## src/rtl/byte_stream_packer.sv

```systemverilog
// byte_stream_packer: packs upstream bytes into LANES-byte words queued in a DEPTH-entry FIFO.
// Defining BYTE_PACKER_PARITY_EN adds out_par, per-lane even parity stored with each word.
module byte_stream_packer #(
    parameter int LANES = 4,
    parameter int DEPTH = 2
) (
    input  logic               clk,
    input  logic               rst,
    input  logic               in_valid,
    input  logic [7:0]         in_data,
    input  logic               flush,
    output logic               out_valid,
    input  logic               out_ready,
    output logic [8*LANES-1:0] out_data,
    output logic [LANES-1:0]   out_keep,
`ifdef BYTE_PACKER_PARITY_EN
    output logic [LANES-1:0]   out_par,
`endif
    output logic               overflow,
    input  logic               clr_ovf
);
    localparam int CW = $clog2(LANES);
    localparam int OW = $clog2(DEPTH) + 1;

    logic [CW-1:0]                 cnt;
    logic [8*LANES-1:0]            acc, word;
    logic [LANES-1:0]              keep;
    logic [DEPTH-1:0]              vld, vldNext;
    logic [DEPTH-1:0][8*LANES-1:0] memData, dataNext;
    logic [DEPTH-1:0][LANES-1:0]   memKeep, keepNext;
    logic [OW-1:0]                 occ, wrIdx;
    logic                          push, pop, drop, accept;

    // Unwritten accumulator lanes are always zero, so the word needs no masking.
    always_comb begin
        word = acc;
        keep = '0;
        for (int k = 0; k < LANES; k++) begin
            word[8*k +: 8] = (in_valid && CW'(k) == cnt) ? in_data : acc[8*k +: 8];
            keep[k] = CW'(k) < cnt || (in_valid && CW'(k) == cnt);
        end
    end

    assign push   = (in_valid && cnt == CW'(LANES - 1)) || (flush && (cnt != '0 || in_valid));
    assign pop    = vld[0] && out_ready;
    assign drop   = push && vld[DEPTH-1] && !pop;
    assign accept = push && !drop;
    assign wrIdx  = occ - OW'(pop);

    always_ff @(posedge clk or posedge rst) begin
        if (rst) begin
            cnt <= '0;
            acc <= '0;
        end else if (push) begin
            cnt <= '0;
            acc <= '0;
        end else if (in_valid) begin
            cnt <= cnt + CW'(1);
            acc <= word;
        end
    end

    // Shift-register FIFO: entry 0 is the head and drives the outputs directly.
    always_comb begin
        vldNext  = pop ? vld >> 1 : vld;
        dataNext = pop ? memData >> (8*LANES) : memData;
        keepNext = pop ? memKeep >> LANES : memKeep;
        for (int i = 0; i < DEPTH; i++) begin
            if (accept && OW'(i) == wrIdx) begin
                vldNext[i]  = 1'b1;
                dataNext[i] = word;
                keepNext[i] = keep;
            end
        end
    end

    always_ff @(posedge clk or posedge rst) begin
        if (rst) begin
            vld      <= '0;
            memData  <= '0;
            memKeep  <= '0;
            occ      <= '0;
            overflow <= 1'b0;
        end else begin
            vld      <= vldNext;
            memData  <= dataNext;
            memKeep  <= keepNext;
            occ      <= occ + OW'(accept) - OW'(pop);
            overflow <= drop ? 1'b1 : (clr_ovf ? 1'b0 : overflow);
        end
    end

    assign out_valid = vld[0];
    assign out_data  = memData[0];
    assign out_keep  = memKeep[0];

`ifdef BYTE_PACKER_PARITY_EN
    logic [DEPTH-1:0][LANES-1:0] memPar, parNext;
    logic [LANES-1:0]            par;

    always_comb begin
        par     = '0;
        for (int k = 0; k < LANES; k++) par[k] = ^word[8*k +: 8];
        parNext = pop ? memPar >> LANES : memPar;
        for (int i = 0; i < DEPTH; i++) begin
            if (accept && OW'(i) == wrIdx) parNext[i] = par;
        end
    end

    always_ff @(posedge clk or posedge rst) begin
        if (rst) memPar <= '0;
        else memPar <= parNext;
    end

    assign out_par = memPar[0];
`endif
endmodule

```

## config.mk

```make
export PLATFORM = sky130hd
export DESIGN_NAME = byte_stream_packer
export DESIGN_NICKNAME = d
export VERILOG_FILES = /design/src/rtl/byte_stream_packer.sv
export SDC_FILE = /design/constraint.sdc
export NUM_CORES = 1
export LEC_CHECK = 0
export BUFFER_PORTS_ARGS = -buffer_cell sky130_fd_sc_hd__buf_2
export CAP_MARGIN = 20
export CELL_PAD_IN_SITES_DETAIL_PLACEMENT = 1
export CELL_PAD_IN_SITES_GLOBAL_PLACEMENT = 1
export CORE_MARGIN = 2
export CORE_UTILIZATION = 52
export CTS_BUF_LIST = sky130_fd_sc_hd__clkbuf_16
export DETAILED_ROUTE_END_ITERATION = 12
export PLACE_DENSITY = 0.89
export SLEW_MARGIN = 20
export SYNTH_ARGS = -nofsm -noshare
export SYNTH_HDL_FRONTEND = slang
export SYNTH_SLANG_ARGS = --single-unit
```

## constraint.sdc

```tcl
create_clock -name clk -period 5.9 [get_ports clk]
set_input_delay 1.18 -clock clk [delete_from_list [all_inputs] [get_ports clk]]
set_output_delay 1.18 -clock clk [all_outputs]
set_load 0.1 [all_outputs]
```

# Word level (Yosys, flattened, before mapping)
# Index checks and enable logic that the tools add are counted.
# Widths: inputs -> output; s select.
# classes
addsub,4
n_lt_le_gt_ge,4
n_eq_ne,5
mux,19
n_reduce_logical,27
# ops
cell,n
$mux 32,4
$mux 64,1
$mux 8,5
$logic_and 1x1->1,12
$reduce_bool 2->1,5
$mux 4,2
$logic_or 1x1->1,6
$mux 2,3
$eq 1x2->1 const A,2
$eq 2x2->1 const A,2
$logic_not 2->1,2
$lt 1x2->1 const A,2
$lt 2x2->1 const A,2
$mux 1,4
$sub 2x1->2,2
$add 2x1->2,1
$add 2x1->2 const B,1
$eq 2x2->1 const B,1
$logic_not 1->1,2
# word_totals
regBits,111
in_bits,14
output_inout_bits,38

# Depth between registers and ports, before layout
# Gate-level depths: netlist (run 1).
# logic_depth
word_depth,10
depth_mapped,11
mapped_depth_nobuf,10

# Worst setup path before layout (run 1)
# Ideal clock, no wire load.
# synth_timing
path_kind,input to register
start,in out_ready
end,"reg memData, in the netlist out_data[24]"
arrival_time_ns,2.877
required_time_ns,5.821
path_slack_ns,2.943
path_stages,10
path_buffers,3
path_cell_list,nand2_2 inv_2 buf_2 ha_1 xor2_1 a21oi_4 and3_1 buf_6 buf_12 mux2i_1
# synth_via
elab_chain_len,7
word_cells_on_any_way,10
classes_between,add/sub: 1; mux: 1; reduce/logical: 8
# synth_lines
element,line_no,rtl
from (decl),13,"input logic out_ready,"
$logic_and 1x1->1 *,45,assign pop = vld[0] && out_ready;
branches (longest 6 deep; another with $sub 2x1->2),--,
to (signal assigned),86,memData <= dataNext;
to (decl),29,"logic [DEPTH-1:0][8*LANES-1:0] memData, dataNext;"
# Every way passes the cells marked *.
# A chain may end at the register's enable or synchronous reset.

# Final worst setup path (run 1)
# layout_timing
start,in out_ready
end,reg memData[35] in the netlist's numbering
# layout_via
elab_chain_len,7
word_cells_on_any_way,10
classes_between,add/sub: 1; eq/ne: 1; mux: 1; reduce/logical: 7
# layout_lines
element,line_no
$logic_and 1x1->1 *,45
branches (longest 6 deep; another with $sub 2x1->2),--
# Marks and branches as above.

==> implementation parameters, run 1 <==
Parameter                              Value

STA
  Timing-limited maximum frequency    0.325 GHz
  Total negative setup slack    0 ps
  Actual transition at the worst max-transition pin    957 ps
  Final slew viol count    0
  RSZ-0062 raised after global routing    false
  Relative slew margins    0.359
  Final-report hold violation count    0
  Final clock skew    10.5 ps
  Worst slack on hold paths    493 ps
  Min Clock Period, post-route    3080 ps
  Final worst path period share    0.521
  Endpoints failing setup    0

Clocking
  TritonCTS clock tree    done
  Clock Tree Root    sky130_fd_sc_hd__clkbuf_16
  Number of clock sinks seen by CTS    111
  Htree depth    3
  Count of hold-fix buffers inserted at cts    0
  Clock buffer depth    2
  CTS clk-pin slew, worst paths    70 ps
  Number of setup buffers added after CTS    0
  Worst-skew pair later-pin latency    350 ps
  Number of buffers created by CTS    9
  Number of instances resized during post-cts repair    0

Route
  DR iter-0 viols    167
  Routed wire length    10.8 mm
  DRC violation count after routing    0
  Final ANT Viol Nets    0
  Detail-routed net length per standard cell    20.4 microns
  Number of detailed-route iterations in the first pass    4
  Post-detailed-route via-to-cell ratio    5.60
  Total number of vias    2,969

Synthesis
  Number of distinct standard cells referenced by the synthesized netlist    28
  Synthesized area    0.00496 sq mm
  FF+latch count, synth    111
  Area share of the largest cell type after synthesis    0.560
  Warnings, synthesis    0
  Synthesized area per cell    13.0 sq um
  Share of async-settable or async-resettable flops after synthesis    1.00
  Synthesized netlist net count    404
  Sequential fraction of the synthesis area    0.560
  Most instantiated flip-flop cell in the synthesis netlist    sky130_fd_sc_hd__dfrtp_1
  Synth top area cells    sky130_fd_sc_hd__dfrtp_1 (56%), sky130_fd_sc_hd__mux2i_1 (21%), sky130_fd_sc_hd__o2bb2ai_1 (6.2%), sky130_fd_sc_hd__buf_4 (5.6%), sky130_fd_sc_hd__nor2_1 (2.7%)
  Count of mapped cells out of synthesis    383
  Most area-hungry cell type in the Yosys netlist    sky130_fd_sc_hd__dfrtp_1
  Number of enable flip-flop cells after synthesis    0

Worst setup path
  Critical Setup Path Class    in2reg
  Critical Path RT    6140 ps
  Data arrival time of the critical path    3320 ps
  Worst setup EP type    flip-flop
  Worst R2R Setup Slack    3340 ps
  Beginning of the worst register-to-register path    vld[0]
  Worst Setup Start Kind    primary input
  Biggest fanout along the worst timing path    36
  Number of cells on the worst reg-to-reg path    7
  Reg2Reg Capture Point    memData[35]

Run
  Number of max-capacitance violations reported    0

Cells and area
  NumNets Final    417
  Filler Cells Inserted    937
  Final cell area excluding filler cells    0.00530 sq mm
  Number of antenna diodes    0
  Fraction of layout instances using a drive strength above 1    0.195
  Layout area overhead    6.83%
  Final non-filler cell total    530

Floorplan
  Starting density of the core    0.537
  DIE HEIGHT    102 microns
  Floorplan core area    0.00924 sq mm
  Number of top-level pins    52
  X dimension of the die    102 microns
  Overall die area    0.0103 sq mm
  Site row count    35

Global routing
  Number of antenna violations at the first check in global routing    0
  Gr ovfl total    0
  Via count of the first global-routing pass    3,273
  Largest net degree at the start of global routing    66
  First-pass GRT wire length    17.4 mm
  Total routing usage reported by global routing    0.226

Status
  Status    finished, final reports clean

Placement
  Hpwl dp    6.66 mm
  Count of buffers inserted at the top-level ports    51
  Weighted congestion at the end of routability-driven global placement    0.746
  Standard cell area after detailed placement    0.00501 sq mm
  Post-placement cell count    514

Pwr
  Worst vdd rail ir drop    0.376 mV
  Total power after layout    0.00315 W
  Static Leakage    2.67 nW
  Power density over cell area    595 mW/mm^2

Min path
  Hold Path Sink    memData[60]
  Path category of the worst min-delay check    reg2reg
  Beginning of the worst hold path    memData[60]
  Instance count along the most critical hold path    1
## synth_stat cells, types with 3 or more instances
cell type	number
sky130_fd_sc_hd__ha_1	7
sky130_fd_sc_hd__mux2i_1	103
sky130_fd_sc_hd__nand2_1	10
sky130_fd_sc_hd__inv_1	8
sky130_fd_sc_hd__dfrtp_1	111
sky130_fd_sc_hd__o2bb2ai_1	35
sky130_fd_sc_hd__nor2_1	36
sky130_fd_sc_hd__buf_4	37
sky130_fd_sc_hd__buf_12	3
sky130_fd_sc_hd__clkbuf_1	6
sky130_fd_sc_hd__buf_2	6
sky130_fd_sc_hd__xnor2_1	3
## sequential cells by signal (all words and copies together), names as in the netlist
name,cells
out_data,32
vld,2
memData,32
occ,2
overflow,1
memKeep,4
cnt,2
out_keep,4
acc,32
## critical path, stage by stage
cell and delay (ps):
sky130_fd_sc_hd__buf_2 110, sky130_fd_sc_hd__nand2_2 160, sky130_fd_sc_hd__inv_2 60, sky130_fd_sc_hd__ha_1 190, sky130_fd_sc_hd__xor2_1 190, sky130_fd_sc_hd__a21oi_4 230, sky130_fd_sc_hd__nand3b_2 750, sky130_fd_sc_hd__o2bb2ai_1 440
## cells in the final DEF, fill, tap and decap left out, types with 3 or more instances in the layout
cell,synthesis,routed
sky130_fd_sc_hd__nor2_1,36,36
sky130_fd_sc_hd__ha_1,7,7
sky130_fd_sc_hd__dfrtp_1,111,111
sky130_fd_sc_hd__clkbuf_16,0,9
sky130_fd_sc_hd__buf_2,6,51
sky130_fd_sc_hd__buf_4,37,4
sky130_fd_sc_hd__inv_6,0,3
sky130_fd_sc_hd__mux2i_1,103,103
sky130_fd_sc_hd__nand2_1,10,10
sky130_fd_sc_hd__inv_1,8,7
sky130_fd_sc_hd__o2bb2ai_1,35,35
sky130_fd_sc_hd__xnor2_1,3,3
## cells by family (layout without fill, tap and decap cells)
family / Yosys count / in the layout / share of synthesized area
xor+xnor: 4 / 4 / 0.00706
buf+inv: 62 / 80 / 0.0877
mux: 103 / 103 / 0.208
fa+ha+maj: 7 / 7 / 0.0176
simple gates: 51 / 51 / 0.0424
flops: 111 / 111 / 0.560
compound gates: 45 / 45 / 0.0777
## metrics by stage
stage	utilization	setup WS [ps]
6_report	0.574	2820
3_3_place_gp	0.542	2460
2_1_floorplan	-	1790
5_1_grt	0.574	2700
3_5_place_dp	0.542	2350
4_1_cts	0.573	2710
## worst max path at each step
stage / startpoint / to / slack [ps] / depth (start not counted)
after global routing: out_ready / memData[35] / 2700 / 8
after detailed placement: out_ready / out_data[7] / 2350 / 8
after floorplan: rst / acc[0] / 1790 / 1
final: out_ready / memData[35] / 2820 / 8
after global placement: out_ready / out_data[23] / 2460 / 8
after CTS: out_ready / out_data[7] / 2710 / 8
## cell type report
cell class	instances	area (sq um)	area share
tap	129	161	0.0304
multi-input combinational	210	1750	0.331
timing repair buffer	55	285	0.0538
inverter	9	36.3	0.00684
sequential	111	2780	0.524
clock buffer	9	225	0.0425
clock inverter	7	61.3	0.0116
## per-layer routing
metal  routed length (microns)  global-route usage
met5                         0                   0
met2                      5270               0.385
met3                       395              0.0435
met4                       104              0.0551
met1                      5040               0.301
## report_power, final
part           total (W)  internal (W)  switching (W)
Sequential       0.00112      0.000989       0.000129
Combinational    0.00144      0.000330        0.00111
Clock           0.000597      0.000297       0.000300
Total            0.00315       0.00162        0.00154
Note: power is estimated with default switching activity, not from simulation.
==> inputs of run 2 (changes only) <==
--- a/config.mk
+++ b/config.mk
@@ -5,15 +5,16 @@
 export SDC_FILE = /design/constraint.sdc
 export NUM_CORES = 1
 export LEC_CHECK = 0
+export ABC_AREA = 1
 export BUFFER_PORTS_ARGS = -buffer_cell sky130_fd_sc_hd__buf_2
 export CAP_MARGIN = 20
 export CELL_PAD_IN_SITES_DETAIL_PLACEMENT = 1
 export CELL_PAD_IN_SITES_GLOBAL_PLACEMENT = 1
 export CORE_MARGIN = 2
-export CORE_UTILIZATION = 52
+export CORE_UTILIZATION = 44
 export CTS_BUF_LIST = sky130_fd_sc_hd__clkbuf_16
 export DETAILED_ROUTE_END_ITERATION = 12
-export PLACE_DENSITY = 0.89
+export PLACE_DENSITY = 0.84
 export SLEW_MARGIN = 20
 export SYNTH_ARGS = -nofsm -noshare
 export SYNTH_HDL_FRONTEND = slang
==> constraint.sdc (replaced) <==
create_clock -name clk -period 3.2 [get_ports clk]
set_input_delay 0.64 -clock clk [delete_from_list [all_inputs] [get_ports clk]]
set_output_delay 0.64 -clock clk [all_outputs]
set_load 0.1 [all_outputs]
==> implementation parameters, run 2 <==
Parameter                              Value

Status
  Status    finished, final reports clean (unchanged)

Worst setup path
  Slowest cell on crit path    sky130_fd_sc_hd__dfrtp_1 (was sky130_fd_sc_hd__nand3b_2)
  Biggest fanout along the worst timing path    18 (was 36)
  Data arrival time of the critical path    2620 ps (was 3320 ps)
  Critical Path RT    3460 ps (was 6140 ps)
  Worst setup EP type    flip-flop (unchanged)
  Worst path bufs/invs    2 (unchanged)
  Max incr delay on CP    410 ps (was 750 ps)
  Most used cell along the critical path    sky130_fd_sc_hd__ha_1
  Sequence of cells on the critical path    ha_1, nand2_4, nand2_2, nand2_4, nor2_4, inv_1, ha_1, inv_1, ha_1, xnor2_1, xor2_1 (was buf_2, nand2_2, inv_2, ha_1, xor2_1, a21oi_4, nand3b_2, o2bb2ai_1)
  Gate family responsible for the most delay along the worst path    adder cells (was simple AND/OR/NAND/NOR gates)
  Critical Setup Path Class    reg2reg (was in2reg)
  Worst Setup Start Kind    flip-flop (was primary input)

Global routing
  Number of antenna violations at the first check in global routing    0 (unchanged)
  Largest net degree at the start of global routing    112 (was 66)
  Via count of the first global-routing pass    4,924 (was 3,273)
  First-pass GRT wire length    24.6 mm (was 17.4 mm)
  Total routing usage reported by global routing    0.223 (was 0.226)
  Gr ovfl total    0 (unchanged)

Synthesis
  Sequential fraction of the synthesis area    0.487 (was 0.560)
  Synthesized area    0.00570 sq mm (was 0.00496 sq mm)
  Synthesized netlist net count    778 (was 404)
  Synthesized area per cell    7.53 sq um (was 13.0 sq um)
  Count of mapped cells out of synthesis    757 (was 383)
  Area share of the largest cell type after synthesis    0.487 (was 0.560)
  Warnings, synthesis    0 (unchanged)
  Share of async-settable or async-resettable flops after synthesis    1.00 (unchanged)
  Most instantiated flip-flop cell in the synthesis netlist    sky130_fd_sc_hd__dfrtp_1 (unchanged)
  Library cell with the highest instance count after synthesis    sky130_fd_sc_hd__nand2_1 (was sky130_fd_sc_hd__dfrtp_1)
  FF+latch count, synth    111 (unchanged)
  Most numerous cell types in the synthesized netlist    sky130_fd_sc_hd__nand2_1 (291), sky130_fd_sc_hd__inv_1 (114), sky130_fd_sc_hd__dfrtp_1 (111) (was sky130_fd_sc_hd__dfrtp_1 (111), sky130_fd_sc_hd__mux2i_1 (103), sky130_fd_sc_hd__buf_4 (37))
  Number of enable flip-flop cells after synthesis    0 (unchanged)
  Number of distinct standard cells referenced by the synthesized netlist    23 (was 28)
  Synth top area cells    sky130_fd_sc_hd__dfrtp_1 (49%), sky130_fd_sc_hd__nand2_1 (19%), sky130_fd_sc_hd__nand3_1 (9.3%), sky130_fd_sc_hd__inv_1 (7.5%), sky130_fd_sc_hd__buf_4 (5.1%) (was sky130_fd_sc_hd__dfrtp_1 (56%), sky130_fd_sc_hd__mux2i_1 (21%), sky130_fd_sc_hd__o2bb2ai_1 (6.2%), sky130_fd_sc_hd__buf_4 (5.6%), sky130_fd_sc_hd__nor2_1 (2.7%))
  Most area-hungry cell type in the Yosys netlist    sky130_fd_sc_hd__dfrtp_1 (unchanged)

STA
  Final worst path period share    0.736
  Relative slew margins    0.525 (was 0.359)
  Endpoints failing setup    0 (unchanged)
  Final-report hold violation count    0 (unchanged)
  Timing-limited maximum frequency    0.424 GHz
  Final clock skew    7.40 ps (was 10.5 ps)
  Worst slack on hold paths    450 ps (was 493 ps)
  Actual transition at the worst max-transition pin    711 ps (was 957 ps)
  RSZ-0062 raised after global routing    false (unchanged)
  Worst setup margin    844 ps (was 2820 ps)
  Final slew viol count    0 (unchanged)
  Min Clock Period, post-route    2360 ps
  Total negative setup slack    0 ps (unchanged)

Route
  Final ANT Viol Nets    0 (unchanged)
  Total number of vias    4,634 (was 2,969)
  DR iter-0 viols    232 (was 167)
  Number of detailed-route iterations in the first pass    4 (unchanged)
  DRC violation count after routing    0 (unchanged)
  Routed wire length    14.4 mm (was 10.8 mm)
  Detail-routed net length per standard cell    15.5 microns (was 20.4 microns)
  Post-detailed-route via-to-cell ratio    4.98 (was 5.60)

Cells and area
  Number of antenna diodes    0 (unchanged)
  Filler Cells Inserted    1,626 (was 937)
  NumNets Final    774 (was 417)
  Commonest cells after routing, fill and taps aside    sky130_fd_sc_hd__nand2_1 (290), sky130_fd_sc_hd__inv_1 (116), sky130_fd_sc_hd__dfrtp_1 (111), sky130_fd_sc_hd__nand3_1 (106), sky130_fd_sc_hd__buf_2 (51) (was sky130_fd_sc_hd__dfrtp_1 (111), sky130_fd_sc_hd__mux2i_1 (103), sky130_fd_sc_hd__buf_2 (51), sky130_fd_sc_hd__nor2_1 (36), sky130_fd_sc_hd__o2bb2ai_1 (35))
  Layout area overhead    5.82% (was 6.83%)
  Fraction of layout instances using a drive strength above 1    0.112 (was 0.195)
  Sequential Area    0.00278 sq mm (unchanged)
  Final cell area excluding filler cells    0.00603 sq mm (was 0.00530 sq mm)
  Leading cell type in the layout, fill and taps excluded    sky130_fd_sc_hd__nand2_1 (was sky130_fd_sc_hd__dfrtp_1)
  Multi-input logic area    0.00199 sq mm (was 0.00175 sq mm)

Placement
  Standard cell area after detailed placement    0.00577 sq mm (was 0.00501 sq mm)
  Worst slack after detailed placement    620 ps (was 2350 ps)
  Count of buffers inserted at the top-level ports    51 (unchanged)
  Weighted congestion at the end of routability-driven global placement    0.847 (was 0.746)
  Hpwl dp    9.30 mm (was 6.66 mm)

Clocking
  Count of hold-fix buffers inserted at cts    0 (unchanged)
  Number of buffers created by CTS    9 (unchanged)
  Worst-skew pair later-pin latency    360 ps (was 350 ps)
  Htree depth    3 (unchanged)
  Clock Tree Root    sky130_fd_sc_hd__clkbuf_16 (unchanged)
  Clock buffer depth    2 (unchanged)
  Number of setup buffers added after CTS    0 (unchanged)
  Number of clock sinks seen by CTS    111 (unchanged)
  TritonCTS clock tree    done (unchanged)
  CTS clk-pin slew, worst paths    70 ps (about the same)
  Number of instances resized during post-cts repair    0 (unchanged)

Pwr
  Static Leakage    3.84 nW (was 2.67 nW)
  Worst vdd rail ir drop    0.611 mV (was 0.376 mV)
  Power density over cell area    1100 mW/mm^2 (was 595 mW/mm^2)

Floorplan
  X dimension of the die    118 microns (was 102 microns)
  Overall die area    0.0139 sq mm (was 0.0103 sq mm)
  Starting density of the core    0.452 (was 0.537)
  DIE HEIGHT    118 microns (was 102 microns)
  Site row count    41 (was 35)
  Floorplan core area    0.0126 sq mm (was 0.00924 sq mm)
  Number of top-level pins    52 (unchanged)

Run
  Number of max-capacitance violations reported    0 (unchanged)

Min path
  Path category of the worst min-delay check    in2async (was reg2reg)
==> run 2: cell types whose count changed in the layout (fill, tap and decap cells not counted), sizes merged, moves of 33 or more <==
cell / change
inv: +105
nand2: +284
mux2i: -103
o21ai: +33
nor2: -33
o2bb2ai: -35
nand3: +106
==> run 2: logic make-up after synthesis <==
logic type,count (synthesis),share of synthesized area
AOI/OAI and AO/OA,39,0.0349
xor gates and xnor gates,2,0.00307
adders and majority gates,7,0.0154
buffers and inverters,193,0.163
DFF,111,0.487
and+or+nand+nor,405,0.296
==> run 2: power by group <==
group          leakage (nW)  total, W  switching, W  internal, W
clock                 0.139   0.00102      0.000504     0.000516
sequential             1.45   0.00217      0.000253      0.00192
combinational          2.25   0.00342       0.00278     0.000635
==> run 2: cell type report <==
class,count,area share
Sequential cell,111,0.461
Clock inverter,7,0.00560
Tap cell,172,0.0357
Clock buffer,9,0.0374
Inverter,117,0.0735
Multi-Input combinational cell,453,0.330
Timing Repair Buffer,61,0.0569
==> run 2: worst paths after layout <==
kind / slack (ps) / cells past startpoint / end / startpoint
worst min-delay path: 450 / 3 / out_data[30] / rst
worst max register to register: 840 / 11 / occ[1] / cnt[0]
min in group clk: 470 / 2 / overflow / clr_ovf
worst min register to register: 500 / 2 / memData[36] / memData[36]
max in group asynchronous: 2300 / 3 / memData[44] / rst
worst max-delay path: 840 / 11 / occ[1] / cnt[0]
==> run 2: tightest hold or removal path: cells and delay by family <==
kind / cells / cell delay, ps
buffers and inverters: 3 / 620
==> run 2: through the flow <==
stage          total power, W   util  cells
2_1_floorplan         0.00530      -    757
3_3_place_gp          0.00549  0.457    914
3_5_place_dp          0.00563  0.457    914
4_1_cts               0.00668  0.478    930
5_1_grt               0.00704  0.478    930
6_report              0.00661  0.478    930
==> run 2: layer usage <==
| layer | GRT usage | vias up | routed length, microns |
|---|---|---|---|
| met3 | 0.0325 | 20 | 459 |
| met1 | 0.282 | 2313 | 6490 |
| met5 | 0 | - | 0 |
| met4 | 0.0896 | 0 | 312 |
| li1 | - | 2236 | - |
| met2 | 0.384 | 65 | 7170 |
